## config.mk

```make
export PLATFORM = sky130hd
export DESIGN_NAME = stopwatch_lap_ctrl
export DESIGN_NICKNAME = d
export VERILOG_FILES = /design/src/rtl/stoptimer_pkg.sv /design/src/rtl/lap_fifo.sv /design/src/rtl/stopwatch_lap_ctrl.sv
export SDC_FILE = /design/constraint.sdc
export NUM_CORES = 1
export LEC_CHECK = 0
export CAP_MARGIN = 15
export CORE_ASPECT_RATIO = 1.4
export CORE_UTILIZATION = 40
export CTS_CLUSTER_DIAMETER = 30
export DETAILED_ROUTE_END_ITERATION = 7
export GPL_ROUTABILITY_DRIVEN = 0
export SYNTH_ARGS = -nofsm -noshare
export SYNTH_HDL_FRONTEND = slang
export SYNTH_SLANG_ARGS = --single-unit
```

## constraint.sdc

```tcl
create_clock -name clk_i -period 3.1 [get_ports clk_i]
set_input_delay 0.62 -clock clk_i [delete_from_list [all_inputs] [get_ports clk_i]]
set_output_delay 0.62 -clock clk_i [all_outputs]
set_load 0.05 [all_outputs]
```

## src/rtl/stoptimer_pkg.sv

```systemverilog
// Shared stopwatch types and default sizing, used by the lap controller and the counter.
package stoptimer_pkg;
  typedef enum logic [1:0] {
    IDLE  = 2'd0,
    RUN   = 2'd1,
    PAUSE = 2'd2
  } sw_state_e;

  localparam int unsigned DEF_CNT_W     = 8;
  localparam int unsigned DEF_TICK_DIV  = 4;
  localparam int unsigned DEF_LAP_DEPTH = 4;
endpackage

```

## src/rtl/lap_fifo.sv

```systemverilog
// Synchronous lap-time FIFO: registered storage, head forced to zero when empty, flush input.
module lap_fifo #(
  parameter  int unsigned WIDTH = 8,
  parameter  int unsigned DEPTH = 4,
  localparam int unsigned AW    = (DEPTH > 1) ? $clog2(DEPTH) : 1,
  localparam int unsigned CW    = $clog2(DEPTH + 1)
) (
  input  logic             clk_i,
  input  logic             rst_i,
  input  logic             clr_i,
  input  logic             push_i,
  input  logic [WIDTH-1:0] data_i,
  input  logic             pop_i,
  output logic [WIDTH-1:0] data_o,
  output logic             full_o,
  output logic             empty_o,
  output logic [CW-1:0]    count_o
);

  logic [WIDTH-1:0] mem_q [DEPTH];
  logic [AW-1:0]    wr_ptr_q, wr_ptr_d;
  logic [AW-1:0]    rd_ptr_q, rd_ptr_d;
  logic [CW-1:0]    count_q, count_d;
  logic             do_push, do_pop;

  assign empty_o = (count_q == '0);
  assign full_o  = (count_q == CW'(DEPTH));
  assign do_pop  = pop_i & ~empty_o;
  // A full buffer still takes a push when the head leaves in the same cycle.
  assign do_push = push_i & (~full_o | do_pop);
  assign data_o  = empty_o ? '0 : mem_q[rd_ptr_q];
  assign count_o = count_q;

  always_comb begin
    wr_ptr_d = wr_ptr_q;
    rd_ptr_d = rd_ptr_q;
    count_d  = count_q;
    if (clr_i) begin
      wr_ptr_d = '0;
      rd_ptr_d = '0;
      count_d  = '0;
    end else begin
      if (do_push) wr_ptr_d = wr_ptr_q + AW'(1);
      if (do_pop)  rd_ptr_d = rd_ptr_q + AW'(1);
      case ({do_push, do_pop})
        2'b10:   count_d = count_q + CW'(1);
        2'b01:   count_d = count_q - CW'(1);
        default: count_d = count_q;
      endcase
    end
  end

  always_ff @(posedge clk_i) begin
    if (do_push && !clr_i) mem_q[wr_ptr_q] <= data_i;
  end

  always_ff @(posedge clk_i) begin
    if (rst_i) begin
      wr_ptr_q <= '0;
      rd_ptr_q <= '0;
      count_q  <= '0;
    end else begin
      wr_ptr_q <= wr_ptr_d;
      rd_ptr_q <= rd_ptr_d;
      count_q  <= count_d;
    end
  end

endmodule

```

## src/rtl/stopwatch_lap_ctrl.sv

```systemverilog
// Stopwatch sequencer: run/pause/clear FSM, prescaled elapsed counter and lap capture buffer.
//  state | meaning
//  IDLE  | stopped, counter zeroed by reset or clear, waiting for start
//  RUN   | prescaler advancing, elapsed time counting, laps captured
//  PAUSE | counter and prescaler frozen, start resumes with the fractional tick kept
module stopwatch_lap_ctrl
  import stoptimer_pkg::*;
#(
  parameter  int unsigned CNT_W     = DEF_CNT_W,
  parameter  int unsigned TICK_DIV  = DEF_TICK_DIV,
  parameter  int unsigned LAP_DEPTH = DEF_LAP_DEPTH,
  localparam int unsigned PW        = (TICK_DIV > 1) ? $clog2(TICK_DIV) : 1,
  localparam int unsigned LCW       = $clog2(LAP_DEPTH + 1)
) (
  input  logic             clk_i,
  input  logic             rst_i,
  input  logic             start_i,
  input  logic             stop_i,
  input  logic             lap_i,
  input  logic             clear_i,
  output logic [CNT_W-1:0] elapsed_time_o,
  output logic             running_o,
  output logic [CNT_W-1:0] lap_time_o,
  output logic             lap_valid_o,
  input  logic             lap_ready_i,
  output logic [LCW-1:0]   lap_count_o,
  output logic             lap_overflow_o
);

  sw_state_e        state_q, state_d;
  logic [PW-1:0]    presc_q, presc_d;
  logic [CNT_W-1:0] elapsed_q, elapsed_d;
  logic             ovf_q, ovf_d;
  logic             count_en, tick, push, pop;
  logic             fifo_full, fifo_empty;

  // A stop or clear takes effect on its own edge, so that edge neither counts nor captures.
  always_comb begin
    state_d  = state_q;
    count_en = 1'b0;
    push     = 1'b0;
    case (state_q)
      IDLE: begin
        if (!clear_i && start_i) state_d = RUN;
      end
      RUN: begin
        if (clear_i)     state_d = IDLE;
        else if (stop_i) state_d = PAUSE;
        else begin
          count_en = 1'b1;
          push     = lap_i;
        end
      end
      PAUSE: begin
        if (clear_i)      state_d = IDLE;
        else if (start_i) state_d = RUN;
      end
      default: state_d = IDLE;
    endcase
  end

  assign tick = count_en && (presc_q == PW'(TICK_DIV - 1));

  always_comb begin
    presc_d   = presc_q;
    elapsed_d = elapsed_q;
    if (clear_i) begin
      presc_d   = '0;
      elapsed_d = '0;
    end else if (tick) begin
      presc_d   = '0;
      elapsed_d = elapsed_q + CNT_W'(1);
    end else if (count_en) begin
      presc_d   = presc_q + PW'(1);
    end
  end

  assign pop   = lap_ready_i & ~clear_i;
  assign ovf_d = clear_i ? 1'b0 : (ovf_q | (push & fifo_full & ~lap_ready_i));

  always_ff @(posedge clk_i) begin
    if (rst_i) begin
      state_q   <= IDLE;
      presc_q   <= '0;
      elapsed_q <= '0;
      ovf_q     <= 1'b0;
    end else begin
      state_q   <= state_d;
      presc_q   <= presc_d;
      elapsed_q <= elapsed_d;
      ovf_q     <= ovf_d;
    end
  end

  lap_fifo #(
    .WIDTH (CNT_W),
    .DEPTH (LAP_DEPTH)
  ) u_lap_fifo (
    .clk_i   (clk_i),
    .rst_i   (rst_i),
    .clr_i   (clear_i),
    .push_i  (push),
    .data_i  (elapsed_q),
    .pop_i   (pop),
    .data_o  (lap_time_o),
    .full_o  (fifo_full),
    .empty_o (fifo_empty),
    .count_o (lap_count_o)
  );

  assign elapsed_time_o = elapsed_q;
  assign running_o      = (state_q == RUN);
  assign lap_valid_o    = ~fifo_empty;
  assign lap_overflow_o = ovf_q;

endmodule
```

After elaboration in Yosys (flattened, before gate mapping):

Memory sizes are Yosys's and may differ from the RTL's. A register that Yosys moved wholly into a read port is not among the register bits.
Index checks and enable logic that the tools add are counted.

* bits of input ports: 7
* memories kept: 1
* logic and storage cells: 62
* register bits: 20
* output and inout port bits: 22
* bits in writable memories: 32

* reduce and logical (&&, ||, !) cells: 10
* muxes and demuxes: 18
* add/subtract/negate cells: 6
* bitwise logic cells: 11
* eq/ne operators: 9

Memories
* u_lap_fifo.mem_q: words 4, width 8, read ports 1, clocked after memory_dff 1, wr ports 1, line lap_fifo.sv:20 `logic [WIDTH-1:0] mem_q [DEPTH];`

Operator list (count)
* two-way mux 2 bit: 7
* adder 8 x 1 -> 8 bit (second input constant): 1
* two-way mux 1 bit: 8
* two-way mux 8 bit: 1
* adder 2 x 1 -> 2 bit (second input constant): 3
* equality test 2 bit (second input constant): 3
* inequality test 3 bit (second input constant): 2
* case mux 2 bit (3 select lines): 1
* case mux 3 bit (2 select lines): 1
* bitwise AND 1 bit: 5
* equality test 2 x 1 -> 1 bit (second input constant): 2
* NOT 1 bit: 4
* adder 3 x 1 -> 3 bit (second input constant): 1
* equality test 3 bit (second input constant): 1
* logical AND 1 bit: 3
* zero test 3 bit: 1
* AND reduction 3 bit: 1
* OR reduction 3 bit: 1
* subtractor 3 x 1 -> 3 bit (second input constant): 1
* zero test 2 bit: 1
* inequality test 2 bit (second input constant): 1
* OR 1 bit: 2
* nonzero test 2 bit: 1
* OR reduction 2 bit: 1
* zero test 1 bit: 1

Depth between registers and ports, before layout:

Gate-level depths: netlist of the first run.

* word-level depth: 8
* mapped depth: 10
* mapped depth without buffers: 9

Hierarchy:

From an unflattened synthesis of the first run, not the netlist that was laid out.

* cells, all modules: 191
* area total of the unflattened synthesis: 2388.5 µm²

Modules (own cells, without submodules)
* lap_fifo: cells an instance 118, times used 1, area each 1770.4 µm², seq. area each 1141.1 µm²
* stopwatch_lap_ctrl: cells an instance 73, times used 1, area each 618.1 µm², seq. area each 260.2 µm²

Least setup slack after synthesis of the first run:

Ideal clock, no wire load.

* path type: input port to flip-flop
* start: input clear_i
* end: register u_lap_fifo.count_q[2] (netlist: u_lap_fifo.count_o[2])
* data arrival time: 2.607 ns
* slack: 0.423 ns
* library setup time: 0.070 ns
* required time: 3.030 ns
* path buffers: 1
* cell stages on the path: 10
* path through: or4b_4 -> buf_6 -> a311oi_4 -> inv_1 -> ha_1 -> inv_1 -> fa_1 -> xor2_1 -> or3_1 -> a21oi_1

* longest elaborated chain between the ends: 7
* elaborated cells on any way between the ends: 12
* those cells by class: eq/ne (2); mux (3); bitwise (5); reduce/logical (2)

RTL lines
* start, declared: line stopwatch_lap_ctrl.sv:20 `input logic clear_i,`
* NOT 1 bit: line stopwatch_lap_ctrl.sv:78 `assign pop = lap_ready_i & ~clear_i;`
* bitwise AND 1 bit: line stopwatch_lap_ctrl.sv:78
* bitwise AND 1 bit: line lap_fifo.sv:28 `assign do_pop = pop_i & ~empty_o;`
* OR 1 bit: line lap_fifo.sv:30 `assign do_push = push_i & (~full_o | do_pop);`
* bitwise AND 1 bit: line lap_fifo.sv:30
* equality test 2 x 1 -> 1 bit / equality test 2 bit (equally long branches): line lap_fifo.sv:45 `case ({do_push, do_pop})`
* case mux 3 bit (2 select lines) / nonzero test 2 bit (equally long branches)
* end signal, assigned: line lap_fifo.sv:65 `count_q <= count_d;`
* end, declared: line lap_fifo.sv:23 `logic [CW-1:0] count_q, count_d;`

Parallel ways exist; a longest one is shown, timed or not.
A chain may end at the register's enable or synchronous reset.

==> flow_summary.ini, run 1 <==
[clocking]
cts_sinks = 54
clock_latency_ns = 0.30
cts_tree = yes
postCtsHoldBufs = 0
cts_setup_buffers = 0
ctsResizeCount = 0
htree_levels = 2
cts-root-buf = clkbuf_8
cts_max_path_buffers = 2
clkTransAtPathRegs_ns = 0.09
numCtsBuffers = 5

[drt]
vias_per_cell = 5.291
dr.first_iter.drc_count = 30
wl_per_cell_um = 14.43
first_pass_iters = 4
vias = 1471
route.detailed.drc = 0
final_antenna_net_count = 0
wirelength_um = 4012

[synthesis]
yosysSeqAreaShare_pct = 60.77
synth_top_area_cell = edfxtp_1
synth.top_cell.area_share_pct = 41.67
synth_nets = 191
synth_edf_count = 32
ys_ff_latch = 54
async_reset_ff_share_pct = 0
synthFlopType = edfxtp_1
ys_top_cells_by_area = edfxtp_1 (42%), dfxtp_1 (19%), mux4_2 (7.8%)
yosys_warnings = 0
synth.avg_cell_area_um2 = 13.10
synth_cells = 176
yosys.cell_types.count = 32
syn-cell-area_mm2 = 0.002306

[power]
ir_drop_v = 0.0002597
p_per_area_mw_per_mm2 = 434.1
p_leak_nw = 0.9096
power_w = 0.001206

[worst_setup_path]
cp_cell_sequence = buf_4 > mux4_2 > nor2b_1 > clkdlybuf4s50_1
r2r_cells = 9
criticalPathCategory = flip-flop to output pin
cp-end-kind = output pin
start_kind = flip-flop
worstSetupEndpoint = lap_time_o[2]
crit_path_max_fanout = 8
cp_top_family = buffers and inverters
crit_arrival_ns = 2.16
ff2ff_setup_slack_ns = 0.75
critPathBufInv = 2
crit_cells = 4
max_stage_delay_ns = 0.69
r2r_end = u_lap_fifo.count_o[2]
worstPathRequired_ns = 2.48
r2r-start = state_q[1]
cp_slowest_cell = clkdlybuf4s50_1

[final_layout]
fin_nets = 224
num_antenna_cells = 0
drive_gt1_share_pct = 10.95
syn_to_final_growth_pct = 20.51
nFillCells = 502

[grt]
grt_pass1_wl_um = 6734
grt_usage_pct = 14.68
grt_pass1_vias = 1478
grt_max_degree = 19
antenna_found_initial = 0
grt-ovfl-total = 0

[sta]
worstMarginPinSlew_ns = 0.6734
final-setup-viol-count = 0
tns_ns = 0
max_slew_margin_pct = 54.47
skew_ns = 0.008085
hold_violations = 0
slew_viol_final = 0
fin_crit_sh_pct = 89.53
setup_ws_ns = 0.3244
clock.fmax_mhz = 360.3
fin_crit_ns = 2.776
grt_setup_unrepaired = false

[floorplanning]
core_region_area_mm2 = 0.005525
rows = 32
die_area_mm2 = 0.006077
start_util_pct = 41.73
io_pins = 29
die_h_um = 91.84
die_w_um = 66.17

[place]
detailed_place_hpwl_um = 2925
port_buffers = 28
dp_slack_ns = 0.07856

[status]
status = finished clean

[hold_path]
hold_path.class = flip-flop to flip-flop

[flow_run]
cap_violations = 0
==> power breakdown <==
part	internal, W	switching, W	leakage [nW]
Clock	0.000209	0.000214	0.0496
Combinational	0.0000141	0.0000173	0.353
Sequential	0.000752	0.00000121	0.507
Total	0.000974	0.000232	0.910
==> cells in the mapped netlist (all sizes together), types with 5 or more instances <==
library cell / number
edfxtp: 32
mux4: 8
or4: 6
dfxtp: 22
a21oi: 14
clkbuf: 5
nor2b: 9
nand2: 10
ha: 7
o31ai: 7
nor2: 13
inv: 10
==> worst min path at each step <==
stage,from,end,slack [ns],depth (start not counted)
floorplan,presc_q[1],presc_q[1],0.44,2
global placement,presc_q[1],presc_q[1],0.44,2
detailed placement,presc_q[1],presc_q[1],0.45,2
CTS,presc_q[1],presc_q[1],0.47,2
global route,presc_q[1],presc_q[1],0.50,2
finish,presc_q[1],presc_q[1],0.46,2
==> final cells by class <==
| cell class | instances | area, um^2 | share of cell area (%) |
|---|---|---|---|
| sequential | 54 | 1401 | 50.43 |
| multi-input combinational | 105 | 832.0 | 29.94 |
| clock buffer | 7 | 97.59 | 3.512 |
| timing repair buffer | 33 | 317.8 | 11.44 |
| tap | 68 | 85.08 | 3.062 |
| clock inverter | 1 | 7.507 | 0.2701 |
| inverter | 10 | 37.54 | 1.351 |
==> flip-flops by register name, indices dropped and copies added (netlist names), named ones only <==
name                 cells
u_lap_fifo.rd_ptr_q      2
u_lap_fifo.wr_ptr_q      2
u_lap_fifo.count_o       3
presc_q                  2
state_q                  2
u_lap_fifo.mem_q        32
lap_overflow_o           1
elapsed_time_o           8
==> cell usage in the layout, fill, tap and decap left out, types with 6 or more instances in the layout <==
cell type	netlist	layout
dfxtp_1	22	22
or4_1	6	6
inv_1	10	10
a21oi_1	14	14
nor2b_1	9	9
edfxtp_1	32	32
ha_1	7	7
nand2_1	10	10
mux4_2	8	8
clkdlybuf4s50_1	0	28
o31ai_1	7	7
nor2_1	13	13
==> routing by layer <==
layer / GRT usage, % / part of all wire [%]
met5: 0 / 0
met1: 16.04 / 40
met2: 27.04 / 55
met3: 2.985 / 3.4
met4: 5.319 / 1.5
==> worst min-delay path, stage by stage (launching register included) <==
cell and delay, ns:
dfxtp_1 0.32, nand2_1 0.05, a21oi_1 0.05
==> per-stage QoR <==
stage	utilization [%]	cells	cell area, um^2	hold slack, ns
2_1_floorplan	-	176	2306	0.4356
3_3_place_gp	48.39	270	2674	0.4418
3_5_place_dp	48.39	270	2674	0.4521
4_1_cts	50.29	278	2779	0.4653
5_1_grt	50.29	278	2779	0.5012
6_report	50.29	278	2779	0.4614
==> cell families after synthesis <==
family                     Yosys count  synth area share, %
buffers and inverters               17                3.147
xor gates and xnor gates             4                1.519
adders and majority gates            8                4.666
muxes                               10                8.681
DFF                                 54                60.77
AOI/OAI and AO/OA                   27                7.759
and+or+nand+nor                     56                13.46
Power figures use the tool's default switching activity.
==> run 2, diff against run 1 <==
--- a/config.mk
+++ b/config.mk
@@ -11,6 +11,7 @@
 export CTS_CLUSTER_DIAMETER = 30
 export DETAILED_ROUTE_END_ITERATION = 7
 export GPL_ROUTABILITY_DRIVEN = 0
+export SKIP_CTS_REPAIR_TIMING = 1
 export SYNTH_ARGS = -nofsm -noshare
 export SYNTH_HDL_FRONTEND = slang
 export SYNTH_SLANG_ARGS = --single-unit
==> results of run 2 <==
No change in the layout: final DEF, timing and power equal those of run 1.
